`config.mk`:
```
export PLATFORM = sky130hd
export DESIGN_NAME = pc_redirect_ctrl
export DESIGN_NICKNAME = d
export VERILOG_FILES = /design/src/rtl/pc_redirect_ctrl.sv
export SDC_FILE = /design/constraint.sdc
export NUM_CORES = 1
export LEC_CHECK = 0
export BUFFER_PORTS_ARGS = -buffer_cell sky130_fd_sc_hd__buf_2
export CAP_MARGIN = 10
export CORE_ASPECT_RATIO = 1.25
export CORE_MARGIN = 2
export CORE_UTILIZATION = 45
export CTS_CLUSTER_SIZE = 20
export DETAILED_ROUTE_END_ITERATION = 12
export PLACE_DENSITY = 0.71
export SYNTH_ARGS = -nofsm -noshare
export SYNTH_HDL_FRONTEND = slang
export SYNTH_SLANG_ARGS = --single-unit
```
`constraint.sdc`:
```
create_clock -name clk -period 3 [get_ports clk]
set_input_delay 0.3 -clock clk [delete_from_list [all_inputs] [get_ports clk]]
set_output_delay 0.3 -clock clk [all_outputs]
set_load 0.02 [all_outputs]
```
`src/rtl/pc_redirect_ctrl.sv`:
```
// Fetch PC redirect sequencer: arbitrates exception/branch redirects, buffers one
// until fetch accepts it, delivers it through the PC flush path, and holds the PC during boot.
module pc_redirect_ctrl #(
    parameter int                    ADDR_WIDTH  = 32,
    parameter logic [ADDR_WIDTH-1:0] RESET_PC    = ADDR_WIDTH'(32'h1c000000),
    parameter int                    BOOT_CYCLES = 4
) (
    input  logic                  clk,
    input  logic                  rst,
    input  logic                  excp_valid_i,
    input  logic [ADDR_WIDTH-1:0] excp_pc_i,
    input  logic                  br_valid_i,
    input  logic [ADDR_WIDTH-1:0] br_target_i,
    input  logic                  stall_i,
    input  logic                  if_ready_i,
    output logic                  pc_stall_o,
    output logic                  pc_flush_o,
    output logic [ADDR_WIDTH-1:0] pc_new_pc_o,
    output logic                  fe_flush_o,
    output logic                  redirect_busy_o,
    output logic [31:0]           redirect_cnt_o
);

    typedef enum logic [1:0] {
        ST_BOOT = 2'd0,
        ST_RUN  = 2'd1,
        ST_HOLD = 2'd2
    } state_t;

    localparam logic [7:0] BOOT_INIT = 8'(BOOT_CYCLES);

    state_t                state_q, state_d;
    logic [7:0]            boot_cnt_q, boot_cnt_d;
    logic                  pend_valid_q, pend_valid_d;
    logic                  pend_exc_q, pend_exc_d;
    logic [ADDR_WIDTH-1:0] pend_target_q, pend_target_d;
    logic [31:0]           cnt_q, cnt_d;
    logic                  busy_q, busy_d;

    logic                  active;
    logic                  cand_valid;
    logic                  cand_exc;
    logic [ADDR_WIDTH-1:0] cand_target;
    logic                  issue;

    // Candidate priority: incoming exception, then the pending entry, then an incoming branch.
    // A branch arriving while something is pending is simply never selected, i.e. dropped.
    always_comb begin
        cand_valid  = 1'b0;
        cand_exc    = 1'b0;
        cand_target = RESET_PC;
        if (excp_valid_i) begin
            cand_valid  = 1'b1;
            cand_exc    = 1'b1;
            cand_target = excp_pc_i;
        end else if (pend_valid_q) begin
            cand_valid  = 1'b1;
            cand_exc    = pend_exc_q;
            cand_target = pend_target_q;
        end else if (br_valid_i) begin
            cand_valid  = 1'b1;
            cand_exc    = 1'b0;
            cand_target = br_target_i;
        end
    end

    assign active = (state_q != ST_BOOT);
    assign issue  = active & cand_valid & if_ready_i & (cand_exc | ~stall_i);

    always_comb begin
        state_d       = state_q;
        boot_cnt_d    = boot_cnt_q;
        pend_valid_d  = pend_valid_q;
        pend_exc_d    = pend_exc_q;
        pend_target_d = pend_target_q;
        cnt_d         = cnt_q;
        case (state_q)
            ST_BOOT: begin
                pend_valid_d = 1'b0;
                if (boot_cnt_q <= 8'd1) begin
                    state_d = ST_RUN;
                end else begin
                    boot_cnt_d = boot_cnt_q - 8'd1;
                end
            end
            default: begin
                if (issue) begin
                    pend_valid_d = 1'b0;
                    state_d      = ST_RUN;
                    cnt_d        = cnt_q + 32'd1;
                end else if (cand_valid) begin
                    pend_valid_d  = 1'b1;
                    pend_exc_d    = cand_exc;
                    pend_target_d = cand_target;
                    state_d       = ST_HOLD;
                end else begin
                    state_d = ST_RUN;
                end
            end
        endcase
        busy_d = (state_d == ST_HOLD);
    end

    always_ff @(posedge clk or negedge rst) begin
        if (!rst) begin
            state_q       <= ST_BOOT;
            boot_cnt_q    <= BOOT_INIT;
            pend_valid_q  <= 1'b0;
            pend_exc_q    <= 1'b0;
            pend_target_q <= RESET_PC;
            cnt_q         <= 32'd0;
            busy_q        <= 1'b0;
        end else begin
            state_q       <= state_d;
            boot_cnt_q    <= boot_cnt_d;
            pend_valid_q  <= pend_valid_d;
            pend_exc_q    <= pend_exc_d;
            pend_target_q <= pend_target_d;
            cnt_q         <= cnt_d;
            busy_q        <= busy_d;
        end
    end

    // Flush overrides stall in the PC register, so an issuing cycle out of HOLD must not stall.
    assign pc_flush_o      = issue;
    assign fe_flush_o      = issue;
    assign pc_new_pc_o     = issue ? cand_target : RESET_PC;
    assign pc_stall_o      = ~active | stall_i | ~if_ready_i | ((state_q == ST_HOLD) & ~issue);
    assign redirect_busy_o = busy_q;
    assign redirect_cnt_o  = cnt_q;

endmodule

```
# == Word level (Yosys, flattened, before mapping) ==
# Index checks and enable logic that the tools add are counted.
# classes
add_sub_neg,2
order_cmp,1
eq_ne,2
n_mux,16
bitwise,14
reduce_logical,6
# ops
op,n
two-way mux 32 bit,4
"adder 32 x 1 -> 32 bit, second input constant",1
"<= comparator 8 x 1 -> 1 bit, second input constant",1
two-way mux 1 bit,8
two-way mux 2 bit,4
"subtractor 8 x 1 -> 8 bit, second input constant",1
inverter 1 bit,6
bitwise AND 1 bit,4
"== test 2 bit, second input constant",2
bitwise OR 1 bit,4
AND reduction 2 bit,2
AND reduction 3 bit,1
nonzero test 3 bit,1
logical NOT 2 bit,1
nonzero test 2 bit,1
# word_totals
register_bits,77
inputBits,70

# == Depth between registers and ports, before layout ==
# Gate-level depths: netlist of run 1.
# depth
word_depth,9
ltp_mapped,7
mapped_depth_nobuf,6

# == Worst setup path before layout of run 1 ==
# OpenSTA, ideal clock, no wires.
# synth_timing
path_type,register to output
start,reg pend_valid_q
end,out pc_new_pc_o[24]
arrival_time_ps,1712
t_required_ps,2700
path_slack_ps,988
path_stages_with_launch,8
path_buffers,3
cell_sequence,dfrtp_1 > buf_4 > nor2b_1 > clkbuf_1 > buf_1 > a221o_1 > o21ai_0 > nor2_1
# synth_between
elab_chain_cells,6
word_cells_on_any_way,11
classes_between,7 x mux; 4 x bitwise
# synth_rtl
element,line_no,source
"start, declared",34,"logic pend_valid_q, pend_valid_d;"
"start signal, assigned",116,pend_valid_q <= pend_valid_d;
two-way mux 1 bit,56,end else if (pend_valid_q) begin
two-way mux 1 bit,52,if (excp_valid_i) begin
bitwise AND 1 bit (3 in series),68,assign issue = active & cand_valid & if_ready_i & (cand_exc | ~stall_i);
two-way mux 32 bit (*),127,assign pc_new_pc_o = issue ? cand_target : RESET_PC;
"end, declared",18,"output logic [ADDR_WIDTH-1:0] pc_new_pc_o,"
# Every way passes the cells marked *; elsewhere a longest branch is shown, timed or not.

# == Final worst setup path of run 1 ==
# layout_timing
start,reg pend_valid_q
end,out pc_new_pc_o[31]
# The elaborated chain is that of the path after synthesis.

==> impl_metrics.json, run 1 <==
{
  "drt-initial-drc-count": 131,
  "whs_ps": 77.97,
  "std_cell_rows": 37,
  "synth_top_cell_by_area": "dfrtp_1",
  "synth_seq_area_share_pct": 49.66,
  "gp_congestion": 0.7851,
  "numCtsBuffers": 9,
  "cts-root-buf": "clkbuf_8",
  "grt_usage_pct": 20.36,
  "hold_class": "input pin to asynchronous set/reset pin",
  "slew_violations": 0,
  "multi_input_comb_area_um2": 1815,
  "clkTransAtPathRegs_ps": 70,
  "die_height_um": 108.0,
  "async_flop_share_pct": 100.0,
  "hpwl_um": 6616,
  "period_share_pct": 80.31,
  "synth_flop_cell": "dfrtp_1",
  "postLayoutCoreUtil_pct": 58.53,
  "netlist_top_cells_count": "dfrtp_1, o21ai_0, nand2_1, nor2_1, a221o_1",
  "area_delta_synth_final_pct": 25.38,
  "ys_ff_latch": 77,
  "avgRoutedWirePerCell_um": 14.50,
  "drt-pass1-iter-count": 4,
  "io_pins": 138,
  "path_common_cell": "buf_4",
  "max_stage_delay_ps": 410,
  "p_leak_nw": 2.490,
  "fillers": 775,
  "layout-drive-gt1-share_pct": 31.45,
  "vdd_drop_max_mv": 0.3307,
  "synth.area.top_cells": "dfrtp_1, o21ai_0, a221o_1, nand2_1, xor2_1",
  "p_seq_share_pct": 45.4,
  "drt_wl_total_um": 9379,
  "post_cts_buffers": 0,
  "required_ps": 2700,
  "ys_types": 41,
  "start_kind": "flop",
  "worst_pin_slew_ps": 968.8,
  "coreArea_um2": 8333,
  "maxSlewHeadroom_pct": 35.41,
  "grt_pass1_vias": 3279,
  "max_freq_ghz": 0.4150,
  "cts_max_level": 3,
  "status": "complete, no violations",
  "syn_avg_cell_area_um2": 9.328,
  "hold_viol": 0,
  "dieArea_um2": 9409,
  "critPathTopFamily": "buffers and inverters",
  "drtAntennaViolNets": 0,
  "maxCapViolations": 0,
  "worst-path-max-fanout": 33,
  "cts.sinks": 77,
  "finalCriticalPeriod_ps": 2409,
  "finClkSkew_ps": 10.36,
  "yosysTopAreaCellShare_pct": 46.96,
  "synth_nets": 490,
  "cp_cell_sequence": "buf_4 -> nor2b_2 -> buf_4 -> a221o_1 -> o21ai_0 -> nor2_1 -> buf_2",
  "portBuffers": 137,
  "power.switching_mw": 0.9826,
  "nets": 618,
  "cp-end-kind": "primary output",
  "ctsResizeCount": 0,
  "antenna_found_initial": 0,
  "grt_pass1_wl_um": 15350,
  "critical_path_class": "flop to primary output",
  "pwr-share-clk_pct": 30.4,
  "yosys_warnings": 0,
  "clk_path_buf_depth": 2,
  "final-setup-viol-count": 0,
  "insertion_delay_ps": 350,
  "slowest_stage": "dfrtp_1",
  "intPower_mw": 2.072,
  "worst-path-buf-inv": 3,
  "syn_inst": 417,
  "antenna_cells": 0,
  "route.detailed.drc": 0,
  "synth_most_common_cell": "dfrtp_1",
  "grt_max_degree": 78,
  "setup_tns_ps": 0,
  "via_per_inst": 5.417,
  "syn_area_um2": 3890,
  "regArea_um2": 1932,
  "ctsHoldBuffers": 0,
  "rsz0062_at_grt": "false",
  "crit_arrival_ps": 2110,
  "power_frac_comb_pct": 24.2,
  "swShare_pct": 32.16,
  "power_density_nw_per_um2": 626.4,
  "grt_overflow": 0,
  "cts_tree": "yes",
  "power_mw": 3.055,
  "vias": 3505,
  "die_x_um": 87.16,
  "initial_core_util_pct": 46.68,
  "synth_edf_count": 0
}
worst paths after layout:
check | startpoint | end | slack, ps | cells after the start
worst max-delay path | pend_valid_q$_DFFE_PN0P_ | pc_new_pc_o[31] | 590 | 7
worst min-delay path | rst | redirect_cnt_o[27]$_DFFE_PN0P_ | 80 | 1
worst max register to register | redirect_cnt_o[6]$_DFFE_PN0P_ | redirect_cnt_o[31]$_DFFE_PN0P_ | 940 | 5
worst min register to register | redirect_cnt_o[31]$_DFFE_PN0P_ | redirect_cnt_o[31]$_DFFE_PN0P_ | 480 | 1
max in group asynchronous | rst | pend_target_q[20]$_DFFE_PN0P_ | 2280 | 1
min in group clk | excp_pc_i[30] | pend_target_q[30]$_DFFE_PN0P_ | 260 | 3
layout by cell type (no fill, tap or decap), types with 9 or more instances in the layout:
cell type	synthesis	layout
a221o_1	28	28
buf_2	1	136
clkbuf_8	0	9
dfrtp_1	73	73
inv_1	9	9
nand2_1	60	59
nand3_1	13	13
nor2_1	38	38
nor3_1	9	9
o21ai_0	67	67
xnor2_1	18	18
xor2_1	19	19
power by group through the flow:
stage / clock [mW] / sequential [mW] / combinational [mW]
after detailed placement: 0 / 1.40 / 0.752
after CTS: 0.950 / 1.38 / 0.747
after global placement: 0 / 1.40 / 0.726
final: 0.929 / 1.39 / 0.740
after global routing: 0.994 / 1.41 / 0.834
after floorplan: 0 / 1.40 / 0.473
state kept, by name, summed over array words and instances (netlist names):
register / cells
pend_target_q: 32
redirect_busy_o: 1
pend_valid_q: 1
state_q: 2
boot_cnt_q: 8
redirect_cnt_o: 32
pend_exc_q: 1
area by class of cell:
type,count,share of cell area (%)
inverter,10,0.7696
multi-input combinational,304,37.22
tap,97,2.488
clock buffer,9,2.540
sequential,77,39.61
timing repair buffer,143,15.03
clock inverter,7,2.335
routing by layer:
layer  part of all wire [%]  GRT usage [%]  up-vias  wire length, µm
li1                       -              -     1731                -
met1                     45          26.95     1643             4222
met2                     47          33.21      117             4420
met3                    6.3          4.580       14              587
met4                    1.6          6.484        0              149
met5                      0              0        -                0
logic make-up after synthesis:
family / Yosys count / share of synthesized area (%)
buffers and inverters: 36 / 3.795
AOI/OAI and AO/OA: 107 / 18.14
and+or+nand+nor: 157 / 19.11
DFF: 77 / 49.66
adders and majority gates: 3 / 0.9650
xor gates and xnor gates: 37 / 8.331
stage by stage:
step	cell area (µm²)	setup WS [ps]	cells
global placement	4639	957.0	631
CTS	4877	592.1	647
global route	4877	444.0	647
detailed placement	4639	929.0	631
finish	4877	590.6	647
floorplan	3890	988.2	417
Note: power is estimated with default switching activity, not from simulation.
==> run 2, diff against run 1 <==
Clock period 3 ns to 2.34 ns, I/O delays scaled along.
==> run 2 against run 1 <==
Effect of this change:
- via count up 2.7%
- clock power down 6.2%
- critical path depth down 1
- cell count up 1.1%
- sequential cell count unchanged
- critical path type unchanged
- critical endpoint is now pc_stall_o
==> impl_metrics.json, run 2 (synthesized netlist as in run 1, its figures left out) <==
{
  "status": "complete, no violations",
  "initial_core_util_pct": 46.68,
  "portBuffers": 137,
  "rr_worst_depth": 5,
  "drt-pass1-iter-count": 4,
  "worst_pin_slew_ps": 470.3,
  "area_delta_synth_final_pct": 26.02,
  "avgRoutedWirePerCell_um": 14.70,
  "dpl_worst_slack_ps": 377.3,
  "clk_path_buf_depth": 2,
  "maxSlewHeadroom_pct": 68.65,
  "antenna_found_initial": 0,
  "coreArea_um2": 8333,
  "nets": 625,
  "crit_cells": 6,
  "gp_congestion": 0.8066,
  "finalCriticalPeriod_ps": 2218,
  "cts-root-buf": "clkbuf_8",
  "drt_wl_total_um": 9611,
  "hpwl_um": 6920,
  "cts_max_level": 3,
  "p_leak_nw": 2.498,
  "layout-drive-gt1-share_pct": 32.14,
  "finClkSkew_ps": 6.740,
  "cp-end-kind": "primary output",
  "grt_usage_pct": 21.53,
  "numCtsBuffers": 9,
  "hold_viol": 0,
  "critical_path_class": "flop to primary output",
  "layout_common_cells": "buf_2, dfrtp_1, o21ai_0, nand2_1, nor2_1",
  "die_x_um": 87.16,
  "maxCapViolations": 0,
  "grt_overflow": 0,
  "vdd_drop_max_mv": 0.3544,
  "slew_violations": 0,
  "worst-path-max-fanout": 10,
  "crit_arrival_ps": 1980,
  "insertion_delay_ps": 350,
  "fin_ws_ps": 121.7,
  "drtAntennaViolNets": 0,
  "grt_pass1_wl_um": 16130,
  "grt_pass1_vias": 3452,
  "layout_commonest_cell": "buf_2",
  "power_density_nw_per_um2": 739.7,
  "via_per_inst": 5.502,
  "cts_tree": "yes",
  "die_height_um": 108.0,
  "drt-initial-drc-count": 128,
  "rsz0062_at_grt": "false",
  "hold_class": "input pin to flop",
  "vias": 3598,
  "period_share_pct": 94.80,
  "critPathTopFamily": "compound AO/OA/AOI/OAI gates",
  "final-setup-viol-count": 0,
  "cts.sinks": 77,
  "worst-path-buf-inv": 2,
  "antenna_cells": 0,
  "cp_cell_sequence": "o32a_1 -> o211ai_2 -> inv_2 -> a21oi_1 -> or3b_2 -> buf_2",
  "setup_tns_ps": 0,
  "hold_depth": 3,
  "io_pins": 138,
  "clkTransAtPathRegs_ps": 80,
  "slowest_stage": "or3b_2",
  "grt_max_degree": 71,
  "required_ps": 2110,
  "std_cell_rows": 37,
  "max_stage_delay_ps": 430,
  "dieArea_um2": 9409,
  "max_freq_ghz": 0.4508,
  "route.detailed.drc": 0,
  "whs_ps": 201.8,
  "start_kind": "flop"
}
-- run 2: repair_timing --
| action | in CTS | in global routing |
|---|---|---|
| endpoints found under the setup margin | 0 | 3 |
| endpoints found under the hold margin | 31 | 0 |
| hold buffers | 1 | 0 |
| resized for setup | 0 | 1 |
| setup buffers | 0 | 1 |
-- run 2: worst register-to-register path, stage by stage, from the launching register on --
cell	delay [ps]
dfrtp_1	480
and4_1	240
nand2_1	100
or4_1	590
nor4_4	320
xor2_1	170
-- run 2: final timing paths --
check                                               start                              to  slack, ps
hold reg to reg            redirect_cnt_o[31]$_DFFE_PN0P_  redirect_cnt_o[31]$_DFFE_PN0P_        470
setup / recovery                 pend_valid_q$_DFFE_PN0P_                      pc_stall_o        120
max in group asynchronous                             rst       boot_cnt_q[2]$_DFFE_PN1P_       1340
setup reg to reg            redirect_cnt_o[6]$_DFFE_PN0P_  redirect_cnt_o[31]$_DFFE_PN0P_        380
min in group asynchronous                             rst  redirect_cnt_o[29]$_DFFE_PN0P_        380
hold / removal                               excp_pc_i[8]    pend_target_q[8]$_DFFE_PN0P_        200
-- run 2: per-stage QoR --
stage / instances / power [mW] / area (µm²) / util [%]
floorplan: 417 / 2.402 / 3890 / -
global placement: 636 / 2.737 / 4715 / 56.58
detailed placement: 636 / 2.774 / 4715 / 56.58
CTS: 653 / 3.654 / 4891 / 58.69
global route: 654 / 3.883 / 4902 / 58.83
finish: 654 / 3.626 / 4902 / 58.83
-- run 2: power by group --
part	leakage [nW]	switching [mW]	internal [mW]
clock network	0.0808	0.495	0.376
registers	0.985	0.185	1.59
logic	1.43	0.596	0.385
total	2.50	1.28	2.35
-- run 2: layout make-up --
cell class                      instances  area, µm²
Fill cell                             775       3431
Sequential cell                        77       1932
Multi-Input combinational cell        304       1815
Timing Repair Buffer                  150      829.5
Clock buffer                            9      123.9
Tap cell                               97      121.4
Clock inverter                          7      42.54
Inverter                               10      37.54
-- run 2: metal layers --
layer / wire length, µm / up-vias / global-route usage [%]
li1: - / 1745 / -
met1: 4165 / 1699 / 27.83
met2: 4686 / 142 / 35.82
met3: 633 / 12 / 4.733
met4: 125 / 0 / 7.143
met5: 0 / - / 0
